[src/rtl/stream_converge_arbiter_if.sv]
// Bundle of the freespace-update, data-queue, credit and output-stream
// signals of the BFT leaf converge arbiter.
interface stream_converge_arbiter_if #(
  parameter int PACKET_BITS   = 97,
  parameter int NUM_IN_PORTS  = 7,
  parameter int NUM_OUT_PORTS = 7,
  parameter int CREDIT_BITS   = 8
);
  logic                                   resend;
  logic [NUM_IN_PORTS-1:0]                upd_req;
  logic [PACKET_BITS*NUM_IN_PORTS-1:0]    upd_pkt;
  logic [NUM_IN_PORTS-1:0]                upd_ack;
  logic [PACKET_BITS*NUM_OUT_PORTS-1:0]   out_pkt;
  logic [NUM_OUT_PORTS-1:0]               out_empty;
  logic [NUM_OUT_PORTS-1:0]               out_rd_en;
  logic [NUM_OUT_PORTS-1:0]               credit_ret;
  logic [CREDIT_BITS*NUM_OUT_PORTS-1:0]   credit_out;
  logic [PACKET_BITS-1:0]                 stream_out;

  // Arbiter side
  modport slave (
    input  resend, upd_req, upd_pkt, out_pkt, out_empty, credit_ret,
    output upd_ack, out_rd_en, credit_out, stream_out
  );

  // Environment side (port clusters, downstream switch)
  modport master (
    output resend, upd_req, upd_pkt, out_pkt, out_empty, credit_ret,
    input  upd_ack, out_rd_en, credit_out, stream_out
  );
endinterface

[src/rtl/stream_converge_arbiter.sv]
// Merges freespace updates (fixed priority) and credit-gated data packets
// (round-robin) onto one registered stream, with level-sensitive replay of
// the last non-idle packet sent.
module stream_converge_arbiter #(
  parameter int PACKET_BITS   = 97,
  parameter int NUM_IN_PORTS  = 7,
  parameter int NUM_OUT_PORTS = 7,
  parameter int CREDIT_BITS   = 8,
  parameter int INIT_CREDIT   = 64,
  parameter int CREDIT_RETURN = 64
) (
  input  logic                        clk_bft,
  input  logic                        reset_bft_n,
  stream_converge_arbiter_if.slave    bus
);

  localparam int RR_W = (NUM_OUT_PORTS > 1) ? $clog2(NUM_OUT_PORTS) : 1;
  localparam logic [CREDIT_BITS:0] CRED_RET = (CREDIT_BITS+1)'(CREDIT_RETURN);

  typedef enum logic {ST_RUN, ST_RESEND} state_t;

  state_t                    state;
  logic [PACKET_BITS-1:0]    stream_q, stream_d;
  logic [PACKET_BITS-1:0]    last_q, last_d;
  logic [RR_W-1:0]           rr_q, rr_d;
  logic [CREDIT_BITS-1:0]    credit_q [NUM_OUT_PORTS];
  logic [CREDIT_BITS-1:0]    credit_d [NUM_OUT_PORTS];
  logic [CREDIT_BITS:0]      credit_sum [NUM_OUT_PORTS];
  logic [NUM_IN_PORTS-1:0]   upd_ack;
  logic [NUM_OUT_PORTS-1:0]  rd_en;
  logic [NUM_OUT_PORTS-1:0]  elig;
  logic                      found;
  logic [CREDIT_BITS*NUM_OUT_PORTS-1:0] credit_flat;

  // State follows the resend level with no transition cycles, so it is
  // decoded directly rather than held in a flop.
  always_comb begin
    state = bus.resend ? ST_RESEND : ST_RUN;
  end

  // Per-cycle arbitration: resend > freespace update > round-robin data
  always_comb begin
    upd_ack  = '0;
    rd_en    = '0;
    stream_d = '0;
    last_d   = last_q;
    rr_d     = rr_q;
    found    = 1'b0;
    elig     = '0;
    for (int unsigned j = 0; j < NUM_OUT_PORTS; j++) begin
      elig[j] = !bus.out_empty[j] && (credit_q[j] != '0);
    end
    if (reset_bft_n) begin
      if (state == ST_RESEND) begin
        stream_d = last_q;
      end else if (|bus.upd_req) begin
        for (int unsigned i = 0; i < NUM_IN_PORTS; i++) begin
          if (!found && bus.upd_req[i]) begin
            found      = 1'b1;
            upd_ack[i] = 1'b1;
            stream_d   = bus.upd_pkt[i*PACKET_BITS +: PACKET_BITS];
          end
        end
      end else begin
        // Rotating priority split into two linear scans: ports at/after rr,
        // then ports below rr.
        for (int unsigned j = 0; j < NUM_OUT_PORTS; j++) begin
          if (!found && elig[j] && (RR_W'(j) >= rr_q)) begin
            found    = 1'b1;
            rd_en[j] = 1'b1;
            stream_d = bus.out_pkt[j*PACKET_BITS +: PACKET_BITS];
            rr_d     = (j == unsigned'(NUM_OUT_PORTS-1)) ? '0 : RR_W'(j + 1);
          end
        end
        for (int unsigned j = 0; j < NUM_OUT_PORTS; j++) begin
          if (!found && elig[j] && (RR_W'(j) < rr_q)) begin
            found    = 1'b1;
            rd_en[j] = 1'b1;
            stream_d = bus.out_pkt[j*PACKET_BITS +: PACKET_BITS];
            rr_d     = (j == unsigned'(NUM_OUT_PORTS-1)) ? '0 : RR_W'(j + 1);
          end
        end
      end
      if ((state == ST_RUN) && (|stream_d)) begin
        last_d = stream_d;
      end
    end
  end

  // Credit update: add return, subtract grant, saturate at all-ones
  always_comb begin
    for (int unsigned j = 0; j < NUM_OUT_PORTS; j++) begin
      credit_sum[j] = {1'b0, credit_q[j]}
                    + (bus.credit_ret[j] ? CRED_RET : '0)
                    - {{CREDIT_BITS{1'b0}}, rd_en[j]};
      credit_d[j]   = credit_sum[j][CREDIT_BITS] ? '1
                                                 : credit_sum[j][CREDIT_BITS-1:0];
    end
  end

  // Registered stream, replay buffer, rr pointer and credits
  always_ff @(posedge clk_bft or negedge reset_bft_n) begin
    if (!reset_bft_n) begin
      stream_q <= '0;
      last_q   <= '0;
      rr_q     <= '0;
      for (int unsigned j = 0; j < NUM_OUT_PORTS; j++) begin
        credit_q[j] <= CREDIT_BITS'(INIT_CREDIT);
      end
    end else begin
      stream_q <= stream_d;
      last_q   <= last_d;
      rr_q     <= rr_d;
      for (int unsigned j = 0; j < NUM_OUT_PORTS; j++) begin
        credit_q[j] <= credit_d[j];
      end
    end
  end

  // Flatten credits for observation
  always_comb begin
    credit_flat = '0;
    for (int unsigned j = 0; j < NUM_OUT_PORTS; j++) begin
      credit_flat[j*CREDIT_BITS +: CREDIT_BITS] = credit_q[j];
    end
  end

  assign bus.upd_ack    = upd_ack;
  assign bus.out_rd_en  = rd_en;
  assign bus.credit_out = credit_flat;
  assign bus.stream_out = stream_q;

endmodule

[src/flat_wrapper.sv]
// flat-port wrapper written by rule: the top's interface ports become plain ports
module stream_converge_arbiter_flat 
#(
  parameter int PACKET_BITS   = 97,
  parameter int NUM_IN_PORTS  = 7,
  parameter int NUM_OUT_PORTS = 7,
  parameter int CREDIT_BITS   = 8,
  parameter int INIT_CREDIT   = 64,
  parameter int CREDIT_RETURN = 64
)
  (clk_bft, reset_bft_n, bus_resend, bus_upd_req, bus_upd_pkt, bus_out_pkt, bus_out_empty, bus_credit_ret, bus_upd_ack, bus_out_rd_en, bus_credit_out, bus_stream_out);
  stream_converge_arbiter_if #(.PACKET_BITS(PACKET_BITS), .NUM_IN_PORTS(NUM_IN_PORTS), .NUM_OUT_PORTS(NUM_OUT_PORTS), .CREDIT_BITS(CREDIT_BITS)) bus_i ();
  input  logic clk_bft;
  input  logic reset_bft_n;
  input wire logic [$bits(bus_i.resend)-1:0] bus_resend;
  input wire logic [$bits(bus_i.upd_req)-1:0] bus_upd_req;
  input wire logic [$bits(bus_i.upd_pkt)-1:0] bus_upd_pkt;
  input wire logic [$bits(bus_i.out_pkt)-1:0] bus_out_pkt;
  input wire logic [$bits(bus_i.out_empty)-1:0] bus_out_empty;
  input wire logic [$bits(bus_i.credit_ret)-1:0] bus_credit_ret;
  output wire logic [$bits(bus_i.upd_ack)-1:0] bus_upd_ack;
  output wire logic [$bits(bus_i.out_rd_en)-1:0] bus_out_rd_en;
  output wire logic [$bits(bus_i.credit_out)-1:0] bus_credit_out;
  output wire logic [$bits(bus_i.stream_out)-1:0] bus_stream_out;
  assign bus_i.resend = bus_resend;
  assign bus_i.upd_req = bus_upd_req;
  assign bus_i.upd_pkt = bus_upd_pkt;
  assign bus_i.out_pkt = bus_out_pkt;
  assign bus_i.out_empty = bus_out_empty;
  assign bus_i.credit_ret = bus_credit_ret;
  assign bus_upd_ack = bus_i.upd_ack;
  assign bus_out_rd_en = bus_i.out_rd_en;
  assign bus_credit_out = bus_i.credit_out;
  assign bus_stream_out = bus_i.stream_out;
  stream_converge_arbiter #(.PACKET_BITS(PACKET_BITS), .NUM_IN_PORTS(NUM_IN_PORTS), .NUM_OUT_PORTS(NUM_OUT_PORTS), .CREDIT_BITS(CREDIT_BITS), .INIT_CREDIT(INIT_CREDIT), .CREDIT_RETURN(CREDIT_RETURN)) u_core (.clk_bft(clk_bft), .reset_bft_n(reset_bft_n), .bus(bus_i));
endmodule
[config.mk]
export PLATFORM = sky130hd
export DESIGN_NAME = stream_converge_arbiter_flat
export DESIGN_NICKNAME = d
export VERILOG_FILES = /design/src/rtl/stream_converge_arbiter_if.sv /design/src/rtl/stream_converge_arbiter.sv /design/src/flat_wrapper.sv
export SDC_FILE = /design/constraint.sdc
export NUM_CORES = 1
export LEC_CHECK = 0
export ABC_AREA = 1
export CAP_MARGIN = 40
export CORE_AREA = 2 2 599 601
export DETAILED_ROUTE_END_ITERATION = 6
export DIE_AREA = 0 0 601 603
export PLACE_DENSITY = 0.3
export SLEW_MARGIN = 20
export SYNTH_ARGS = -nofsm -noshare
export SYNTH_HDL_FRONTEND = slang
export SYNTH_SLANG_ARGS = --single-unit
export TNS_END_PERCENT = 1
[constraint.sdc]
create_clock -name clk_bft -period 4.3 [get_ports clk_bft]
set_input_delay 0.86 -clock clk_bft [delete_from_list [all_inputs] [get_ports clk_bft]]
set_output_delay 0.86 -clock clk_bft [all_outputs]
set_load 0.01 [all_outputs]
# Word-level counts from Yosys, hierarchy flattened
# Cells that the tools add are included.
[classes] shifts=0 mux=155 addsub=14 n_bitwise=2 reduce_logical=79 div=0 n_mul=0 eq_ne=0 n_lt_le_gt_ge=14
[ops] op="$mux W97" n=25
[ops] op="$reduce_or A97 Y1" n=1
[ops] op="$mux W1" n=96
[ops] op="$mux W7" n=13
[ops] op="$add A8 B9 Y9" n=7
[ops] op="$sub A9 B1 Y9" n=7
[ops] op="$mux W8" n=7
[ops] op="$reduce_bool A8 Y1" n=7
[ops] op="$mux W3" n=14
[ops] op="$logic_and A1 B1 Y1" n=41
[ops] op="$logic_not A1 Y1" n=26
[ops] op="$reduce_bool A14 Y1" n=1
[ops] op="$ge A3 B3 Y1 const A" n=3
[ops] op="$lt A3 B3 Y1 const A" n=3
[ops] op="$reduce_or A7 Y1" n=1
[ops] op="$ge A1 B3 Y1 const A" n=2
[ops] op="$ge A2 B3 Y1 const A" n=2
[ops] op="$lt A1 B3 Y1 const A" n=2
[ops] op="$lt A2 B3 Y1 const A" n=2
[ops] op="$reduce_and A4 Y1" n=1
[ops] op="$not A1 Y1" n=2
[ops] op="$reduce_and A2 Y1" n=1
[totals] latch_bits=0 word_cells=274 rom_bits=0 n_memories=0 register_bits=253 ramBits=0 inputBits=1382 out_inout_bits=167

# Depth between registers and ports, before layout
[depth] ltp_word=101 mapped_depth=34 ltp_nobuf=30

# Least setup slack after synthesis
# Ideal clock, no wire load.
[synth_timing] path_type="input to register" startpoint="input port bus_upd_req[0]" endpoint="register u_core.credit_q (netlist bit u_core.bus.credit_out[19])" setup_ns=0.150 required_ns=4.150 path_slack_ns=-0.430 t_arrival_ns=4.580 cell_stages=27 path_buffers=3 path_cell_list="clkbuf_1 -> nor2_1 -> nand2_1 -> nor2_1 -> inv_1 -> nor2_1 -> inv_1 -> nor2_1 -> clkbuf_1 -> buf_1 -> inv_1 -> nor2_1 -> inv_1 -> a21oi_1 -> ha_1 -> inv_1 -> ha_1 -> nand3_1 -> and2_1 -> inv_1 -> a21oi_1 -> o21bai_1 -> a21oi_1 -> nor2_1 -> nor2_1 -> xor2_1 -> o21ai_0"
[synth_lines] item="start, declared" line_no="flat_wrapper.sv:16" text="input wire logic [$bits(bus_i.upd_req)-1:0] bus_upd_req;"
[synth_lines] item="end signal, assigned by index" line_no="stream_converge_arbiter.sv:108" text="credit_q[j] <= CREDIT_BITS'(INIT_CREDIT);"
[synth_lines] item="end signal, assigned by index" line_no="stream_converge_arbiter.sv:115" text="credit_q[j] <= credit_d[j];"
[synth_lines] item="end, declared" line_no="stream_converge_arbiter.sv:26" text="logic [CREDIT_BITS-1:0] credit_q [NUM_OUT_PORTS];"

# Worst setup path in the final report
[layout_timing] startpoint="register u_core.credit_q (netlist bit u_core.bus.credit_out[12])" endpoint="register u_core.last_q[82]"
[layout_via] elab_chain_len=95 word_cells_on_any_way=107 cone_classes="mux (64); reduce/logical (43)"
[layout_lines] item="$reduce_bool A8 Y1 *" line_no="stream_converge_arbiter.sv:51" text="elig[j] = !bus.out_empty[j] && (credit_q[j] != '0);"
[layout_lines] item="$logic_and A1 B1 Y1 *" line_no="stream_converge_arbiter.sv:51"
[layout_lines] item="$logic_and A1 B1 Y1 (2 in series)" line_no="stream_converge_arbiter.sv:68" text="if (!found && elig[j] && (RR_W'(j) >= rr_q)) begin"
[layout_lines] item="$mux W1" line_no="stream_converge_arbiter.sv:68"
[layout_lines] item="$mux W1" line_no="stream_converge_arbiter.sv:56" text="end else if (|bus.upd_req) begin"
[layout_lines] item="$mux W1" line_no="stream_converge_arbiter.sv:54" text="if (state == ST_RESEND) begin"
[layout_lines] item="$mux W1" line_no="stream_converge_arbiter.sv:53" text="if (reset_bft_n) begin"
[layout_lines] item="$logic_not A1 Y1" line_no="stream_converge_arbiter.sv:68"
[layout_lines] item="[... 77 more ...]"
[layout_lines] item="$logic_and A1 B1 Y1 (2 in series)" line_no="stream_converge_arbiter.sv:76" text="if (!found && elig[j] && (RR_W'(j) < rr_q)) begin"
[layout_lines] item="$mux W97 *" line_no="stream_converge_arbiter.sv:76"
[layout_lines] item="$mux W97 *" line_no="stream_converge_arbiter.sv:56"
[layout_lines] item="$mux W97 *" line_no="stream_converge_arbiter.sv:54"
[layout_lines] item="$mux W97 *" line_no="stream_converge_arbiter.sv:53"
[layout_lines] item="$reduce_or A97 Y1" line_no="stream_converge_arbiter.sv:84" text="if ((state == ST_RUN) && (|stream_d)) begin"
[layout_lines] item="$logic_and A1 B1 Y1" line_no="stream_converge_arbiter.sv:84"
[layout_lines] item="$reduce_and A2 Y1 (no source line)"
[layout_lines] item="end signal, assigned" line_no="stream_converge_arbiter.sv:112" text="last_q <= last_d;"
[layout_lines] item="end, declared" line_no="stream_converge_arbiter.sv:24" text="logic [PACKET_BITS-1:0] last_q, last_d;"
# Every way passes the cells marked *; elsewhere a longest branch is shown, timed or not. The select of a mux whose other input is x is not followed.
# A chain may end at the register's enable or synchronous reset.

==> impl_results.md <==
* Initial antenna violation count at 331
* Number of library cell types mapped by synthesis at 38
* Worst vdd ir at 0.267 mV
* DRT iter0 DRCs at 4391
* Post-synthesis async set-or-reset flop share at 100%
* Pwr/cell area at 216 nW/µm²
* # setup viols final at 108
* Worst setup SP type: flop
* Pre-CTS WS at -1520 ps
* Post-synth EDFFs at 0
* DIE AREA at 362000 µm²
* H-tree levels at 2
* Mapped Avg Cell Area at 5.49 µm²
* Top-area cell type share of the netlist area at 20.2%
* Area leader, netlist: nand2_1
* Crit-path max cell delay at 380 ps
* Global placement routability congestion at 0.961
* DRC viols at 0
* Leakage power at 28.9 nW
* Arrival time at the worst endpoint at 5260 ps
* Final Cell Area at 63400 µm²
* Commonest cells post-synth: nand2_1 (1644), nor2_1 (989), nand3_1 (789)
* Hold Path Class: in2async
* Global Route met1 Usage at 25.5%
* CTS tree: yes
* CTS sink count at 253
* M2 GR Usage at 40.0%
* Total Routing Usage GR at 22.4%
* Post-Syn Area at 30600 µm²
* CTS root buf: clkbuf_16
* Outcome: finished, violations left
* Clock Skew at 31.7 ps
* Crit. End Element: flop
* TritonCTS Buffers at 42
* Pre-antenna DRT Iters at 5
* Mapped Cells at 5568
* Layout cells sized above 1 at 18.4%
* Synth top area cells: nand2_1 (20%), dfrtp_1 (20%), nand3_1 (13%)
* Worst Slack Setup Final at -362 ps
* Max_slew headroom at 39.6%
* M3 GR Usage at 6.24%
* WHS at 397 ps
* Max Cap Viol at 0
* Worst Path Required at 4900 ps
* Clk slew on worst S/H paths at 60 ps
* Final slew viol count at 0
* Placeable core area at 355000 µm²
* Global-route wire length before repair at 533 mm
* Largest net degree at the start of global routing at 120
* Vias per cell at 3.90
* Grt peak-use layer: met2
* Worst r2r src: u_core.bus.credit_out[12]
* Setup CP Type: reg2reg
* Final #Nets at 9237
* Final wirelength at 427 mm
* IO Port Bufs at 1548
* Final core occ at 17.8%
* Final Critical Period at 4660 ps
* FP Rows at 219
* I/O Pins at 1549
* Worst-margin pin slew at 905 ps
* Register bit total from synthesis at 253
* Critical-path top delay cell: dfrtp_1
* Post-synth top flop: dfrtp_1
* CP max FO at 10
* DP Area at 59800 µm²
* Die height at 603 µm
* CP startpoint: u_core.bus.credit_out[12]
* Layout Area Growth over Synthesis at 107%
* Antenna violation net count after detailed routing at 0
* Failing checks: setup timing
* Wire per inst at 33.6 µm
* Final period util at 108%
* Initial core utilization at 8.60%
* Top-count cell post-synth: nand2_1
* Final hold violations at 0
* Hpwl dp at 370 mm
* Worst skew pair latency at 680 ps
* CTS max path bufs at 3
* Die W at 601 µm
* Remaining Overflow, GRT at 0
* Number of global-route vias before repair at 49.4k
* Post-synth net total at 7034
* Highest Clock Rate at 214 MHz
* Yosys warns at 0
* Total number of vias at 49.5k
* Unrepaired setup endpoints after global routing: true
* Register area share after synthesis at 20.7%
-- cell type report --
class	count	area (µm²)
Clock buffer	57	1190
Multi-Input combinational cell	4281	21200
Fill cell	40742	292000
Clock inverter	19	224
Sequential cell	253	6340
Inverter	685	2620
Timing Repair Buffer	2508	25400
Antenna cell	154	385
Tap cell	4751	5940
-- kinds of logic after synthesis --
kind of cell,count (synthesis),share of synthesized area [%]
AO/OA/AOI/OAI,351,7.91
XOR/XNOR,28,0.802
adder cells (fa/ha/maj),84,3.61
buffers and inverters,1036,13.1
flip-flops,253,20.7
AND/OR/NAND/NOR,3816,53.8
-- final timing paths --
check	cells after the start	end	slack [ps]
hold reg to reg	2	u_core.last_q[16]	460
setup reg to reg	33	u_core.last_q[82]	-360
max in group asynchronous	5	u_core.bus.credit_out[54]	1990
setup / recovery	33	u_core.last_q[82]	-360
hold / removal	2	u_core.last_q[57]	400
min in group clk_bft	2	u_core.last_q[16]	460
-- registers in the layout (all words and copies together) (netlist names) --
signal and flops:
u_core.rr_q 3, u_core.bus.credit_out 56, u_core.bus.stream_out 97, u_core.last_q 97
-- stage by stage --
step	cells	TNS (ps)	power, mW
2_1_floorplan	5568	-2610	5.12
3_3_place_gp	12413	-263800	9.78
3_5_place_dp	12418	-212660	9.75
4_1_cts	12511	-46720	13.7
5_1_grt	12635	-61920	14.4
6_report	12708	-32960	13.7
-- cells in the final DEF, fill, tap and decap left out, types with 53 or more instances in the layout --
cell / n
a211oi_1: 64
a221oi_1: 115
buf_12: 177
buf_4: 738
clkbuf_16: 53
clkdlybuf4s50_1: 1537
dfrtp_1: 246
diode_2: 154
ha_1: 72
inv_1: 656
nand2_1: 1529
nand2_2: 101
nand3_1: 772
nand3b_1: 71
nand4_1: 166
nor2_1: 955
o21ai_0: 65
or2_2: 127
-- critical path, delay by kind of cell (launching register included) --
kind	cells	cell delay [ps]
buffers and inverters	7	990
AND/OR/NAND/NOR	25	3000
adder cells (fa/ha/maj)	1	140
flip-flops	1	380
-- power breakdown --
part / internal [mW] / switching [mW] / total (mW)
clock: 2.08 / 1.63 / 3.70
combinational: 3.26 / 3.84 / 7.11
sequential: 2.70 / 0.161 / 2.86
-- layer usage --
| layer | vias to the layer above | wire length (µm) |
|---|---|---|
| li1 | 22346 | - |
| met5 | - | 823 |
| met2 | 2190 | 213000 |
| met1 | 24259 | 165000 |
| met3 | 624 | 33400 |
| met4 | 126 | 15500 |
-- what timing repair did --
| action | in CTS | in global routing |
|---|---|---|
| pin swaps | 10 | 52 |
| gates resized for setup | 67 | 247 |
| endpoints found under the hold margin | 0 | 0 |
| hold buffers | 0 | 0 |
| gates cloned | 3 | 16 |
| setup buffers | 14 | 29 |
| endpoints found under the setup margin | 162 | 160 |
No activity file was read; power rests on OpenSTA's default activity.
